### config.mk
export PLATFORM = sky130hd
export DESIGN_NAME = mem_arbiter
export DESIGN_NICKNAME = d
export VERILOG_FILES = /design/src/rtl/mem_arbiter.sv
export SDC_FILE = /design/constraint.sdc
export NUM_CORES = 1
export LEC_CHECK = 0
export ABC_AREA = 0
export BUFFER_PORTS_ARGS = -buffer_cell sky130_fd_sc_hd__clkbuf_2
export CAP_MARGIN = 20
export CORE_AREA = 3 3 105 107
export DETAILED_ROUTE_END_ITERATION = 10
export DIE_AREA = 0 0 108 110
export GPL_TIMING_DRIVEN = 1
export PLACE_DENSITY = 0.73
export RECOVER_POWER = 50
export SETUP_SLACK_MARGIN = 0.5
export SYNTH_ARGS = -nofsm -noshare
export SYNTH_HDL_FRONTEND = slang
export SYNTH_SLANG_ARGS = --single-unit
### constraint.sdc
create_clock -name clk -period 5.46 [get_ports clk]
set_input_delay 0 -clock clk [delete_from_list [all_inputs] [get_ports clk]]
set_output_delay 0 -clock clk [all_outputs]
set_load 0.01 [all_outputs]
### src/rtl/mem_arbiter.sv
// Two-port arbiter sharing one byte-addressable memory between instruction fetch and load/store.
// Data has priority; a saturating starvation counter lets fetch win the tie after STARVE_LIMIT losses.
module mem_arbiter #(
    parameter int AWIDTH       = 32,
    parameter int DWIDTH       = 32,
    parameter int STARVE_LIMIT = 4
) (
    input  logic              clk,
    input  logic              rst,
    input  logic              if_req_valid_i,
    output logic              if_req_ready_o,
    input  logic [AWIDTH-1:0] if_req_addr_i,
    output logic              if_rsp_valid_o,
    input  logic              if_rsp_ready_i,
    output logic [DWIDTH-1:0] if_rsp_data_o,
    input  logic              d_req_valid_i,
    output logic              d_req_ready_o,
    input  logic [AWIDTH-1:0] d_req_addr_i,
    input  logic              d_req_we_i,
    input  logic [2:0]        d_req_size_i,
    input  logic [DWIDTH-1:0] d_req_wdata_i,
    output logic              d_rsp_valid_o,
    input  logic              d_rsp_ready_i,
    output logic [DWIDTH-1:0] d_rsp_data_o,
    output logic              d_rsp_err_o,
    output logic [AWIDTH-1:0] mem_addr_o,
    output logic [DWIDTH-1:0] mem_data_o,
    output logic [2:0]        mem_size_o,
    output logic              mem_read_en_o,
    output logic              mem_write_en_o,
    input  logic [DWIDTH-1:0] mem_data_i
);

    localparam int CW = $clog2(STARVE_LIMIT + 1);
    localparam logic [CW-1:0] LIMIT = CW'(STARVE_LIMIT);

    logic              r_if_rsp_valid;
    logic [DWIDTH-1:0] r_if_rsp_data;
    logic              r_d_rsp_valid;
    logic [DWIDTH-1:0] r_d_rsp_data;
    logic              r_d_rsp_err;
    logic [CW-1:0]     r_starve_cnt;

    logic w_if_elig;
    logic w_d_elig;
    logic w_if_grant;
    logic w_d_grant;
    logic w_d_misaligned;

    // Undefined sizes fall into the word rule.
    function automatic logic misaligned(input logic [2:0] size, input logic [1:0] addr_lo);
        logic result;
        case (size)
            3'd0, 3'd4: result = 1'b0;
            3'd1, 3'd5: result = addr_lo[0];
            default:    result = (addr_lo != 2'b00);
        endcase
        return result;
    endfunction

    assign w_if_elig      = if_req_valid_i && (!r_if_rsp_valid || if_rsp_ready_i);
    assign w_d_elig       = d_req_valid_i && (!r_d_rsp_valid || d_rsp_ready_i);
    assign w_if_grant     = !rst && w_if_elig && (!w_d_elig || (r_starve_cnt == LIMIT));
    assign w_d_grant      = !rst && w_d_elig && !w_if_grant;
    assign w_d_misaligned = misaligned(d_req_size_i, d_req_addr_i[1:0]);

    assign if_req_ready_o = w_if_grant;
    assign d_req_ready_o  = w_d_grant;
    assign if_rsp_valid_o = r_if_rsp_valid;
    assign if_rsp_data_o  = r_if_rsp_data;
    assign d_rsp_valid_o  = r_d_rsp_valid;
    assign d_rsp_data_o   = r_d_rsp_data;
    assign d_rsp_err_o    = r_d_rsp_err;

    // Memory drive for the granted port; everything idles at zero otherwise.
    always_comb begin
        mem_addr_o     = {AWIDTH{1'b0}};
        mem_data_o     = {DWIDTH{1'b0}};
        mem_size_o     = 3'd0;
        mem_read_en_o  = 1'b0;
        mem_write_en_o = 1'b0;
        if (w_if_grant) begin
            mem_addr_o    = {if_req_addr_i[AWIDTH-1:2], 2'b00};
            mem_size_o    = 3'b010;
            mem_read_en_o = 1'b1;
        end else if (w_d_grant) begin
            mem_addr_o     = d_req_addr_i;
            mem_data_o     = d_req_wdata_i;
            mem_size_o     = d_req_size_i;
            mem_read_en_o  = !d_req_we_i && !w_d_misaligned;
            mem_write_en_o = d_req_we_i && !w_d_misaligned;
        end else begin
            mem_addr_o = {AWIDTH{1'b0}};
        end
    end

    // Fetch response buffer: a new capture wins over a same-edge drain.
    always_ff @(posedge clk or posedge rst) begin
        if (rst) begin
            r_if_rsp_valid <= 1'b0;
            r_if_rsp_data  <= {DWIDTH{1'b0}};
        end else if (w_if_grant) begin
            r_if_rsp_valid <= 1'b1;
            r_if_rsp_data  <= mem_data_i;
        end else if (r_if_rsp_valid && if_rsp_ready_i) begin
            r_if_rsp_valid <= 1'b0;
        end else begin
            r_if_rsp_valid <= r_if_rsp_valid;
        end
    end

    // Data response buffer: stores and rejected accesses return zero data.
    always_ff @(posedge clk or posedge rst) begin
        if (rst) begin
            r_d_rsp_valid <= 1'b0;
            r_d_rsp_data  <= {DWIDTH{1'b0}};
            r_d_rsp_err   <= 1'b0;
        end else if (w_d_grant) begin
            r_d_rsp_valid <= 1'b1;
            r_d_rsp_data  <= (d_req_we_i || w_d_misaligned) ? {DWIDTH{1'b0}} : mem_data_i;
            r_d_rsp_err   <= w_d_misaligned;
        end else if (r_d_rsp_valid && d_rsp_ready_i) begin
            r_d_rsp_valid <= 1'b0;
        end else begin
            r_d_rsp_valid <= r_d_rsp_valid;
        end
    end

    // Consecutive fetch losses; a fetch held off by its own full buffer neither counts nor clears.
    always_ff @(posedge clk or posedge rst) begin
        if (rst) begin
            r_starve_cnt <= {CW{1'b0}};
        end else if (!if_req_valid_i || w_if_grant) begin
            r_starve_cnt <= {CW{1'b0}};
        end else if (w_if_elig && (r_starve_cnt != LIMIT)) begin
            r_starve_cnt <= r_starve_cnt + {{(CW-1){1'b0}}, 1'b1};
        end else begin
            r_starve_cnt <= r_starve_cnt;
        end
    end

endmodule

==> summary.txt <==
Outcome
  – Status: finished with violations
  – Failing checks: capacitance limit, slew limit

Clocking
  – CTS Buf Count: 9
  – Clk pin slew, worst setup/hold paths: 0.08 ns
  – Sink Count: 70
  – # resized after CTS: 0
  – Worst-Skew Late Latency: 0.33 ns
  – Post-CTS Repair Setup Buffers: 0
  – Clock root buffer: clkbuf_8
  – TritonCTS clock tree: done
  – H-tree levels: 3
  – Clk buf depth: 2
  – Hold_buf cts: 34

Power and ir drop
  – IR drop worst, VDD: 170 uV
  – Net Switching: 472 uW
  – Pint: 1.01 mW
  – Total Power: 1.48 mW
  – Clock network power share: 27.4%
  – Pwr Density: 262 mW/mm2
  – Comb power frac: 28.6%
  – P_leak: 2.98 nW
  – Switching share of power: 31.9%
  – Flop pwr share: 44.0%

Worst setup path
  – Crit. Startpoint: rst
  – Reg2Reg Setup Slack: 2.80 ns
  – Worst Path Max Fanout: 70
  – Critical R2R Capture: d_rsp_err_o
  – Worst path required time: 5.03 ns
  – Crit Path Class: in -> async
  – Critical Path AT: 3.41 ns
  – Reg2reg start: r_starve_cnt[0]
  – Worst setup EP type: async pin
  – CP startpoint kind: input pin
  – Worst reg2reg path depth: 7

Floorplan
  – Horiz. Die Dim: 108 um
  – Die H: 110 um
  – Initial cell density of the core: 36.7%
  – I/O pin total: 276
  – Die area: 0.0119 mm2
  – Rows: 37
  – Placeable core region: 0.0102 mm2

Timing
  – Final setup violation count: 0
  – Fmax: 260 MHz
  – Endpoints failing hold: 0
  – Setup TNS: 0 ns
  – Final setup skew: 0.0101 ns
  – Worst Max-Slew Pin Slew: 3.79 ns
  – Final hold slack: 0.0721 ns
  – Slew headroom: -152%
  – Part of the cycle the worst path needs: 70.4%
  – Period minus WS final: 3.84 ns
  – Final Max Slew Viols: 71
  – RSZ-0062 raised after global routing: no

Layout
  – Post-layout util: 55.1%
  – Share of cells above drive strength 1: 38.6%
  – Final layout net count: 824
  – FILL cells: 963
  – Area growth from synthesis to layout: 50.2%
  – Ant diodes: 0

Hold path
  – Worst min path class: in -> reg
  – Hold Path Sink: d_rsp_valid_o
  – Hold path start: d_rsp_ready_i
  – Hold-critical path depth: 3

Synth
  – Mean Syn Cell Area: 9.58 um2
  – Synth top area share: 46.7%
  – Ys flop type: dfrtp_1
  – Number of warnings issued by yosys: 0
  – Post-synth top cells: 70 x dfrtp_1, 65 x inv_1, 36 x and2_1
  – Area leader, netlist: dfrtp_1
  – Mapped Area: 0.00375 mm2
  – Synth area leaders: dfrtp_1 47%, mux2_2 9.6%, inv_1 6.5%
  – FF+latch count, synth: 70
  – Post-synth EDFFs: 0
  – Mapped Nets: 532
  – Post-synthesis cell count: 392
  – Most frequent cell after synthesis: dfrtp_1
  – Distinct cells, synth: 28
  – Asr flop ratio synth: 100%
  – Sequential share of the synthesized area: 46.7%

Global routing
  – First-pass GRT wire length: 18.5 mm
  – Number of global-route vias before repair: 3666
  – Initial antenna violation count: 0
  – Pin count of the biggest net entering global routing: 71
  – Total GRT Usage: 19.7%
  – Gr ovfl total: 0

Route
  – Met3 WL post-DR: 1.02 mm
  – Routed wl met2: 6.74 mm
  – Drt pass-1 iters: 5
  – M1 WL: 4.98 mm
  – First DRT Iteration DRCs: 296
  – Remaining routing DRC violations: 0
  – Vias per cell: 4.85
  – Vias: 4005
  – Post-Route WL: 13.0 mm
  – Final ANT Viol Nets: 0
  – Top sig layer: met4
  – WL/cell: 15.7 um

Place
  – I/O Buffers: 273
  – Final Wtd Congestion: 0.672
  – Detailed placement HPWL: 9.32 mm

Run
  – Max Cap Violations: 1
per-stage QoR:
stage               cell area (um2)  setup WS [ns]  instances
finish                         5640           1.62        825
global route                   5640          0.863        825
CTS                            5710           1.95        824
detailed placement             5180           2.34        774
global placement               5180           2.48        774
floorplan                      3750           2.77        392
kinds of logic (layout without fill, tap and decap cells):
kind of cell	Yosys count	after routing	share of synthesized area, %
AOI/OAI and AO/OA	132	132	22.2
buffers and inverters	98	395	10.9
and+or+nand+nor	56	56	9.50
adders and majority gates	2	2	0.666
xor gates and xnor gates	2	2	0.467
DFF	70	70	46.7
muxes	32	32	9.60
registers in the layout (all words and copies together) (netlist names):
name            flops
d_rsp_valid_o       1
d_rsp_err_o         1
if_rsp_data_o      32
d_rsp_data_o       32
if_rsp_valid_o      1
r_starve_cnt        3
placed cells by master (no fill, tap or decap), types with 2 or more instances in the layout:
cell type      instances
o21ai_0               35
dfrtp_1               70
o31ai_1               32
a21o_1                 2
and2_1                36
nand3_1                3
inv_2                  2
clkinvlp_4             3
clkinv_2               2
nand2b_1               4
and3_1                 2
nand2_1                4
ha_1                   2
nor2_1                 2
mux2_2                32
a21oi_1               31
clkbuf_2             206
dlygate4sd3_1         34
buf_4                  4
clkbuf_1              69
clkbuf_8               9
inv_1                 64
a22oi_1               30
area by class of cell:
class / count / area (um2) / share of cell area, %
well taps: 136 / 170 / 3.02
multi-input cells: 224 / 1610 / 28.5
inverters: 66 / 248 / 4.39
clock buffers: 10 / 128 / 2.26
repair buffers: 313 / 1670 / 29.6
flip-flops and latches: 70 / 1750 / 31.1
clock inverters: 6 / 62.6 / 1.11
power by group through the flow:
stage | sequential [mW] | combinational [mW] | clock [mW]
floorplan | 0.697 | 0.179 | 0
global route | 0.662 | 0.464 | 0.445
finish | 0.650 | 0.423 | 0.404
detailed placement | 0.660 | 0.424 | 0
CTS | 0.650 | 0.444 | 0.420
global placement | 0.654 | 0.413 | 0
how the worst max path moves through the flow:
stage	end	depth (start not counted)
2_1_floorplan	mem_data_o[15]	8
3_3_place_gp	mem_data_o[10]	9
3_5_place_dp	mem_data_o[10]	9
4_1_cts	mem_data_o[10]	9
5_1_grt	if_rsp_data_o[4]	4
6_report	d_rsp_data_o[29]	4
routing by layer:
layer,up-vias,global-route usage [%]
met5,-,0
met4,0,6.76
met3,12,4.72
met2,199,34.8
met1,1877,23.7
li1,1917,-
critical path, stage by stage:
cell and delay, ns:
dlygate4sd3_1 0.53, clkbuf_2 0.12, inv_2 0.06, clkbuf_1 2.64
Power figures use the tool's default switching activity.
